File: config.mk
export PLATFORM = sky130hd
export DESIGN_NAME = seq_multiplier_flat
export DESIGN_NICKNAME = d
export VERILOG_FILES = /design/src/rtl/seq_multiplier_if.sv /design/src/rtl/seq_multiplier.sv /design/src/flat_wrapper.sv
export SDC_FILE = /design/constraint.sdc
export NUM_CORES = 1
export LEC_CHECK = 0
export ABC_AREA = 1
export CORE_ASPECT_RATIO = 0.75
export CORE_MARGIN = 2
export CORE_UTILIZATION = 50
export CTS_CLUSTER_SIZE = 16
export DETAILED_ROUTE_END_ITERATION = 10
export PLACE_DENSITY = 0.74
export SYNTH_ARGS = -nofsm -noshare
export SYNTH_HDL_FRONTEND = slang
export SYNTH_SLANG_ARGS = --single-unit
File: constraint.sdc
create_clock -name clk -period 5.4 [get_ports clk]
set_clock_uncertainty 0.05 [all_clocks]
set_input_delay 1.62 -clock clk [delete_from_list [all_inputs] [get_ports clk]]
set_output_delay 1.62 -clock clk [all_outputs]
set_load 0.005 [all_outputs]
File: src/rtl/seq_multiplier_if.sv
// Handshake bundle for seq_multiplier.
//   slave  modport: the multiplier (consumes operands, produces the product)
//   master modport: the surrounding datapath (supplies operands, takes the product)
// Signals:
//   in_valid/in_ready   operand handshake; in_signed selects two's-complement mode
//   a0 [A0_WIDTH]       multiplicand
//   a1 [A1_WIDTH]       multiplier
//   out_valid/out_ready product handshake
//   product [A0_WIDTH+A1_WIDTH]
//   busy                multiplier is working or holding a result
interface seq_multiplier_if #(
  parameter int unsigned A0_WIDTH = 8,
  parameter int unsigned A1_WIDTH = 8
);
  localparam int unsigned PRODUCT_WIDTH = A0_WIDTH + A1_WIDTH;

  logic                     in_valid;
  logic                     in_ready;
  logic                     in_signed;
  logic [A0_WIDTH-1:0]      a0;
  logic [A1_WIDTH-1:0]      a1;
  logic                     out_valid;
  logic                     out_ready;
  logic [PRODUCT_WIDTH-1:0] product;
  logic                     busy;

  modport slave (
    input  in_valid,
    input  in_signed,
    input  a0,
    input  a1,
    input  out_ready,
    output in_ready,
    output out_valid,
    output product,
    output busy
  );

  modport master (
    output in_valid,
    output in_signed,
    output a0,
    output a1,
    output out_ready,
    input  in_ready,
    input  out_valid,
    input  product,
    input  busy
  );
endinterface

File: src/rtl/seq_multiplier.sv
// Sequential shift-add multiplier with valid/ready handshakes.
//
// One A0_WIDTH+1-bit adder is reused over A1_WIDTH iterations. Signed operands
// are converted to unsigned magnitudes on accept; the sign is reapplied to the
// final sum, so the core loop is always unsigned.
//
// Ports:
//   clk  clock, rising edge
//   rst  asynchronous reset, active-high; aborts any transaction in flight
//   bus  seq_multiplier_if.slave (operand handshake, product handshake, busy)
//
// Optional build macro:
//   SEQ_MUL_EARLY_TERM_EN  stop iterating once no set multiplier bits remain;
//                          the partial sum is then realigned by the number of
//                          skipped iterations. Products are unchanged.
module seq_multiplier #(
  parameter int unsigned A0_WIDTH = 8,
  parameter int unsigned A1_WIDTH = 8
) (
  input  logic           clk,
  input  logic           rst,
  seq_multiplier_if.slave bus
);

  localparam int unsigned PRODUCT_WIDTH = A0_WIDTH + A1_WIDTH;
  localparam int unsigned CntW          = $clog2(A1_WIDTH + 1);
  localparam logic [CntW-1:0] LastCount = CntW'(A1_WIDTH);

  typedef enum logic [1:0] {
    StIdle,
    StBusy,
    StDone
  } state_e;

  state_e                   state_q;
  logic                     in_ready_q;
  logic                     out_valid_q;
  logic                     busy_q;
  logic [PRODUCT_WIDTH-1:0] product_q;

  logic                     sign_flag_q;
  logic [A0_WIDTH-1:0]      mcand_q;
  logic [A1_WIDTH-1:0]      mplier_q;
  logic [A0_WIDTH-1:0]      acc_q;
  logic [CntW-1:0]          count_q;
`ifdef SEQ_MUL_EARLY_TERM_EN
  // Multiplier bits not yet consumed; zero means the remaining adds are no-ops.
  logic [A1_WIDTH-1:0]      rem_q;
  logic [A1_WIDTH-1:0]      rem_d;
  logic [CntW-1:0]          shamt;
`endif

  // Accept-time operand conditioning.
  logic                     sign_in;
  logic [A0_WIDTH-1:0]      a0_mag;
  logic [A1_WIDTH-1:0]      a1_mag;

  // One iteration of the datapath.
  logic [A0_WIDTH:0]        addend;
  logic [A0_WIDTH:0]        sum;
  logic [A0_WIDTH-1:0]      acc_d;
  logic [A1_WIDTH-1:0]      mplier_d;
  logic [CntW-1:0]          count_d;
  logic                     last_iter;
  logic [PRODUCT_WIDTH-1:0] full_d;
  logic [PRODUCT_WIDTH-1:0] aligned;
  logic [PRODUCT_WIDTH-1:0] result_d;

  always_comb begin
    sign_in = bus.in_signed & (bus.a0[A0_WIDTH-1] ^ bus.a1[A1_WIDTH-1]);
    // Magnitudes are unsigned at full width, so the most negative value maps
    // to 2^(W-1) without overflow.
    a0_mag  = (bus.in_signed && bus.a0[A0_WIDTH-1]) ? (~bus.a0 + 1'b1) : bus.a0;
    a1_mag  = (bus.in_signed && bus.a1[A1_WIDTH-1]) ? (~bus.a1 + 1'b1) : bus.a1;
  end

  always_comb begin
    addend   = mplier_q[0] ? {1'b0, mcand_q} : '0;
    sum      = {1'b0, acc_q} + addend;
    // {sum, mplier} shifted right by one: the carry lands in the acc MSB and
    // the sum LSB becomes a settled low product bit at the mplier MSB.
    acc_d    = sum[A0_WIDTH:1];
    mplier_d = {sum[0], mplier_q[A1_WIDTH-1:1]};
    count_d  = count_q + 1'b1;
    full_d   = {acc_d, mplier_d};
`ifdef SEQ_MUL_EARLY_TERM_EN
    rem_d     = rem_q >> 1;
    last_iter = (rem_d == '0) || (count_d == LastCount);
    // Skipped iterations would only have shifted; apply them in one step.
    shamt     = LastCount - count_d;
    aligned   = full_d >> shamt;
`else
    last_iter = (count_d == LastCount);
    aligned   = full_d;
`endif
    result_d = sign_flag_q ? (~aligned + 1'b1) : aligned;
  end

  always_ff @(posedge clk or posedge rst) begin
    if (rst) begin
      state_q     <= StIdle;
      in_ready_q  <= 1'b1;
      out_valid_q <= 1'b0;
      busy_q      <= 1'b0;
      product_q   <= '0;
      sign_flag_q <= 1'b0;
      mcand_q     <= '0;
      mplier_q    <= '0;
      acc_q       <= '0;
      count_q     <= '0;
`ifdef SEQ_MUL_EARLY_TERM_EN
      rem_q       <= '0;
`endif
    end else begin
      case (state_q)
        StIdle: begin
          // in_ready is high throughout IDLE, so in_valid alone completes the handshake.
          if (bus.in_valid) begin
            sign_flag_q <= sign_in;
            mcand_q     <= a0_mag;
            mplier_q    <= a1_mag;
            acc_q       <= '0;
            count_q     <= '0;
`ifdef SEQ_MUL_EARLY_TERM_EN
            rem_q       <= a1_mag;
`endif
            in_ready_q  <= 1'b0;
            busy_q      <= 1'b1;
            state_q     <= StBusy;
          end
        end
        StBusy: begin
          acc_q    <= acc_d;
          mplier_q <= mplier_d;
          count_q  <= count_d;
`ifdef SEQ_MUL_EARLY_TERM_EN
          rem_q    <= rem_d;
`endif
          if (last_iter) begin
            product_q   <= result_d;
            out_valid_q <= 1'b1;
            state_q     <= StDone;
          end
        end
        StDone: begin
          // Leaving DONE never accepts: in_ready was low on this edge.
          if (bus.out_ready) begin
            out_valid_q <= 1'b0;
            busy_q      <= 1'b0;
            in_ready_q  <= 1'b1;
            state_q     <= StIdle;
          end
        end
        default: begin
          out_valid_q <= 1'b0;
          busy_q      <= 1'b0;
          in_ready_q  <= 1'b1;
          state_q     <= StIdle;
        end
      endcase
    end
  end

  assign bus.in_ready  = in_ready_q;
  assign bus.out_valid = out_valid_q;
  assign bus.product   = product_q;
  assign bus.busy      = busy_q;

endmodule
File: src/flat_wrapper.sv
// flat-port wrapper written by rule: the top's interface ports become plain ports
module seq_multiplier_flat 
#(
  parameter int unsigned A0_WIDTH = 8,
  parameter int unsigned A1_WIDTH = 8
)
  (clk, rst, bus_in_valid, bus_in_signed, bus_a0, bus_a1, bus_out_ready, bus_in_ready, bus_out_valid, bus_product, bus_busy);
  seq_multiplier_if #(.A0_WIDTH(A0_WIDTH), .A1_WIDTH(A1_WIDTH)) bus_i ();
  input  logic clk;
  input  logic rst;
  input wire logic [$bits(bus_i.in_valid)-1:0] bus_in_valid;
  input wire logic [$bits(bus_i.in_signed)-1:0] bus_in_signed;
  input wire logic [$bits(bus_i.a0)-1:0] bus_a0;
  input wire logic [$bits(bus_i.a1)-1:0] bus_a1;
  input wire logic [$bits(bus_i.out_ready)-1:0] bus_out_ready;
  output wire logic [$bits(bus_i.in_ready)-1:0] bus_in_ready;
  output wire logic [$bits(bus_i.out_valid)-1:0] bus_out_valid;
  output wire logic [$bits(bus_i.product)-1:0] bus_product;
  output wire logic [$bits(bus_i.busy)-1:0] bus_busy;
  assign bus_i.in_valid = bus_in_valid;
  assign bus_i.in_signed = bus_in_signed;
  assign bus_i.a0 = bus_a0;
  assign bus_i.a1 = bus_a1;
  assign bus_i.out_ready = bus_out_ready;
  assign bus_in_ready = bus_i.in_ready;
  assign bus_out_valid = bus_i.out_valid;
  assign bus_product = bus_i.product;
  assign bus_busy = bus_i.busy;
  seq_multiplier #(.A0_WIDTH(A0_WIDTH), .A1_WIDTH(A1_WIDTH)) u_core (.clk(clk), .rst(rst), .bus(bus_i));
endmodule
Word level (Yosys, flattened, before mapping)
Cells that the tools add are included.
{"block": "word_totals", "inputBits": 21, "ff_bits": 50}
{"block": "classes", "eq_ne": 6, "reduce_logical": 10, "n_bitwise": 7, "add_sub_neg": 5, "muxes": 22}
{"op": "2-to-1 mux 8 bit", "n": 5}
{"op": "one-hot mux 8 bit (2 select lines)", "n": 2}
{"op": "adder 16 x 1 -> 16 bit (second input constant)", "n": 1}
{"op": "adder 8 x 1 -> 8 bit (second input constant)", "n": 2}
{"op": "2-to-1 mux 16 bit", "n": 1}
{"op": "NOT 16 bit", "n": 1}
{"op": "NOT 8 bit", "n": 2}
{"op": "adder 8 x 9 -> 9 bit", "n": 1}
{"op": "one-hot mux 1 bit (3 select lines)", "n": 3}
{"op": "AND reduction 3 bit", "n": 3}
{"op": "one-hot mux 4 bit (2 select lines)", "n": 1}
{"op": "2-to-1 mux 2 bit", "n": 3}
{"op": "one-hot mux 2 bit (3 select lines)", "n": 1}
{"op": "AND reduction 2 bit", "n": 3}
{"op": "2-to-1 mux 1 bit", "n": 5}
{"op": "adder 4 x 1 -> 4 bit (second input constant)", "n": 1}
{"op": "equality test 4 bit (second input constant)", "n": 1}
{"op": "2-to-1 mux 4 bit", "n": 1}
{"op": "!= test 2 bit (second input constant)", "n": 2}
{"op": "equality test 2 x 1 -> 1 bit (second input constant)", "n": 1}
{"op": "equality test 2 bit (second input constant)", "n": 1}
{"op": "logical AND 1 bit", "n": 2}
{"op": "logical NOT 2 bit", "n": 1}
{"op": "!= test 2 x 1 -> 1 bit (second input constant)", "n": 1}
{"op": "4 further kinds", "n": 5}

Longest topological paths before layout
{"block": "logic_depth", "ltp_word": 5, "ltp_mapped": 18}

Least setup slack after synthesis
Ideal clock, no wire load.
{"block": "synth_path", "path_type": "input port to flip-flop", "startpoint": "input port bus_a1[1]", "endpoint": "register u_core.mplier_q[6]", "setup_time_ns": 0.133, "required_time_ns": 5.217, "arrival_time_ns": 2.368, "stages": 8, "setup_slack_ns": 2.849, "cell_sequence": "inv_1 ha_1 inv_1 nor3_1 nand2_1 nand2_1 xor2_1 o21ai_0"}
{"block": "synth_between", "elab_chain_cells": 5}
{"item": "start: declaration", "line_no": "flat_wrapper.sv:14", "source": "input wire logic [$bits(bus_i.a1)-1:0] bus_a1;"}
{"item": "NOT 8 bit", "line_no": "seq_multiplier.sv:74", "source": "a1_mag = (bus.in_signed && bus.a1[A1_WIDTH-1]) ? (~bus.a1 + 1'b1) : bus.a1;"}
{"item": "adder 8 x 1 -> 8 bit", "line_no": "seq_multiplier.sv:74"}
{"item": "2-to-1 mux 8 bit", "line_no": "seq_multiplier.sv:74"}
{"item": "2-to-1 mux 8 bit", "line_no": "seq_multiplier.sv:118", "source": "if (bus.in_valid) begin"}
{"item": "one-hot mux 8 bit (2 select lines)", "line_no": "seq_multiplier.sv:115", "source": "case (state_q)"}
{"item": "end signal: assignment", "line_no": "seq_multiplier.sv:121", "source": "mplier_q <= a1_mag;"}
{"item": "end signal: assignment", "line_no": "seq_multiplier.sv:134", "source": "mplier_q <= mplier_d;"}
{"item": "end: declaration", "line_no": "seq_multiplier.sv:43", "source": "logic [A1_WIDTH-1:0] mplier_q;"}
Every way passes these cells. The select of a mux whose other input is x is not followed.
A chain may end at the register's enable or synchronous reset.

Final worst setup path
{"block": "layout_path", "startpoint": "input port bus_in_valid", "endpoint": "register u_core.mplier_q[0]"}
{"block": "layout_between", "elab_chain_cells": 2}
{"item": "start: declaration", "line_no": "flat_wrapper.sv:11", "source": "input wire logic [$bits(bus_i.in_valid)-1:0] bus_in_valid;"}
{"item": "!= test 2 bit (no line)"}
{"item": "AND reduction 2 bit (no line)"}
Every way passes these cells.

==> flow_summary_export.csv <==
group,metric,value,unit
route,ant_nets,0,
timing,post-route-period-util,56.0,%
clock_tree,clk_latency,300,ps
pwr,powerDensity,530,mW/mm^2
final_layout,drive_above_1_share,6.67,%
route,num_vias,2620,
setup_path,arrival,3160,ps
hold_path,hold_path.class,"flop to flop",
run_status,status,"finished, final reports clean",
final_layout,layout.nets,468,
route,wl,6210,um
grt,grt_usage,20.5,%
floorplanning,num_io_pins,40,
clock_tree,post-cts-setup-buffers,0,
clock_tree,clockRootBuffer,"clkbuf_8",
clock_tree,cts_buffers,5,
grt,grt_pass1_vias,2459,
final_layout,diodes,0,
route,drc,0,
pwr,ir_drop,232,uV
timing,hold_viol,0,
timing,max_freq,0.330,GHz
setup_path,cpMaxStageDelayCell,"clkdlybuf4s50_1",
route,drt-initial-drc-count,141,
synthesis,synth.cell_area,0.00304,sq mm
clock_tree,cts_buffer_depth,2,
grt,overflow,0,
timing,finalSetupTns,0,ps
synthesis,yosys_warnings,0,
hold_path,hold_depth,2,
pwr,power.leakage,1.80,nW
clock_tree,clkSlewWorstSetupHoldPaths,90,ps
timing,maxSlewHeadroom,32.5,%
route,post_drt_wl_per_cell,12.1,um
timing,min_period,3030,ps
synthesis,synth_seq_cells,50,
synthesis,synth_nets,432,
floorplanning,design.core.area,0.00586,sq mm
final_layout,register_area,0.00125,sq mm
setup_path,setup.worst_path.class,"primary input to flop",
floorplanning,start_util,52.0,%
timing,maxSlewViolCount,0,
grt,grt_pass1_wl,11000,um
floorplanning,die_h,71.6,um
synthesis,ys_types,37,
grt,antenna_found_initial,0,
timing,tightest_slew,1010,ps
floorplanning,die_area,0.00673,sq mm
final_layout,area_growth_syn_to_layout,17.8,%
place,place_hpwl,4910,um
clock_tree,clock_sinks,50,
place,portBuffers,39,
route,via_per_inst,5.11,
setup_path,critPathMaxFanout,24,
floorplanning,fp.dieW,94.1,um
grt,grt_max_degree,51,
setup_path,crit_path_cell_trace,"clkdlybuf4s50_1 -> nand3_2 -> inv_2 -> nor2_4 -> inv_1 -> nor2_1 -> a31oi_1",
final_layout,final_common_cell,"nand2_1",
timing,rsz0062_at_grt,"no",
setup_path,crit_path_start_kind,"primary input",
final_layout,layout_common_cells,"nand2_1 (118), dfrtp_1 (49), inv_1 (48), clkdlybuf4s50_1 (39), o21ai_0 (37)",
synthesis,seq_area_frac_synth,41.2,%
final_layout,multi_input_area,0.00154,sq mm
flow_run,max_cap_viol_count,0,
floorplanning,placementRows,24,
final_layout,fillers,558,
clock_tree,cts_max_level,2,
synthesis,syn-instance-count,398,
synthesis,avgSynthCellArea,7.65,sq um
place,gp_congestion,0.766,
clock_tree,cts.repair.resized,0,
route,dr.pass1.iters,4,
timing,setup_viol,0,
pwr,power.total,0.00190,W
setup_path,rr_worst_depth,14,
setup_path,cpPeakStageDelay,410,ps
clock_tree,cts_tree,"done",
setup_path,worstSetupEndpointType,"flop",
place,place_ws,2060,ps
timing,setup_slack,2370,ps
setup_path,worstPathRequired,5530,ps
clock_tree,cts_hold_buf,0,
[worst paths after layout]
check / end / from / slack, ps
worst max-delay path: u_core.mplier_q[0]$_DFFE_PP0P_ / bus_in_valid / 2370
worst min-delay path: u_core.bus.product[12]$_DFFE_PP0P_ / u_core.bus.product[12]$_DFFE_PP0P_ / 430
worst max register to register: u_core.bus.product[14]$_DFFE_PP0P_ / u_core.mplier_q[0]$_DFFE_PP0P_ / 2830
worst min register to register: u_core.bus.product[12]$_DFFE_PP0P_ / u_core.bus.product[12]$_DFFE_PP0P_ / 430
max in group asynchronous: u_core.acc_q[1]$_DFFE_PP0P_ / rst / 2830
min in group asynchronous: u_core.bus.product[4]$_DFFE_PP0P_ / rst / 1830
[report_power, final]
| part | leakage [nW] | internal, W | switching, W |
|---|---|---|---|
| clock network | 0.0544 | 0.000118 | 0.000122 |
| registers | 0.626 | 0.000541 | 0.000138 |
| logic | 1.12 | 0.000422 | 0.000562 |
| total | 1.80 | 0.00108 | 0.000822 |
[sequential cells by signal, summed over array words and instances, names as in the netlist]
| name | count |
|---|---|
| u_core.acc_q | 8 |
| u_core.bus.busy | 1 |
| u_core.bus.in_ready | 1 |
| u_core.bus.out_valid | 1 |
| u_core.bus.product | 16 |
| u_core.count_q | 4 |
| u_core.mcand_q | 8 |
| u_core.mplier_q | 8 |
| u_core.sign_flag_q | 1 |
| u_core.state_q | 2 |
[critical path: cells and delay by family]
family                 cells  cell delay (ps)
and+or+nand+nor            3              760
buffers and inverters      3              710
AOI/OAI and AO/OA          1               50
[layer usage]
metal	track usage, %	share of wire, %	up-vias
li1	-	-	1346
met1	31.2	53	1196
met2	30.8	40	69
met3	3.89	5.4	9
met4	4.19	0.93	0
met5	0	0	-
[Yosys cell counts, drive strengths merged]
library cell / instances / area, sq um
nand3: 20 / 115
ha: 12 / 150
o221ai: 1 / 8.76
o21ai: 40 / 200
a22o: 1 / 8.76
a31oi: 2 / 12.5
o22ai: 1 / 6.26
nor2: 31 / 139
o21a: 1 / 7.51
nand2: 122 / 468
inv: 53 / 199
dfrtp: 49 / 1230
a22oi: 6 / 45.0
a21oi: 7 / 35.0
clkbuf: 5 / 18.8
nand3b: 3 / 22.5
nor3: 5 / 25.0
xnor2: 4 / 35.0
a21boi: 1 / 7.51
o31ai: 5 / 47.5
nor3b: 1 / 7.51
nand4: 3 / 18.8
a32o: 1 / 10.0
clkinv: 1 / 3.75
dfstp: 1 / 26.3
buf: 5 / 31.3
fa: 1 / 20.0
xor2: 16 / 148
[cell families after synthesis]
| logic type | after synthesis | share of synthesized area [%] |
|---|---|---|
| adder cells (fa/ha/maj) | 13 | 5.59 |
| AND/OR/NAND/NOR | 185 | 26.2 |
| flip-flops | 50 | 41.2 |
| buffers and inverters | 64 | 8.31 |
| AO/OA/AOI/OAI | 66 | 12.8 |
| XOR/XNOR | 20 | 6.00 |
[layout make-up]
type                    instances  share of cell area [%]
clock buffers                   7                    2.69
clock inverters                 1                   0.244
inverters                      54                    5.65
multi-input cells             284                    42.9
flip-flops and latches         50                    34.9
well taps                      78                    2.72
repair buffers                 39                    10.9
[through the flow]
| step | cell area, sq um | std cells | util [%] | hold WS, ps |
|---|---|---|---|---|
| floorplan | 3040 | 398 | - | 403 |
| global placement | 3480 | 505 | 59.4 | 412 |
| detailed placement | 3480 | 505 | 59.4 | 412 |
| CTS | 3590 | 513 | 61.2 | 438 |
| global route | 3590 | 513 | 61.2 | 461 |
| finish | 3590 | 513 | 61.2 | 430 |
Note: power is estimated with default switching activity, not from simulation.
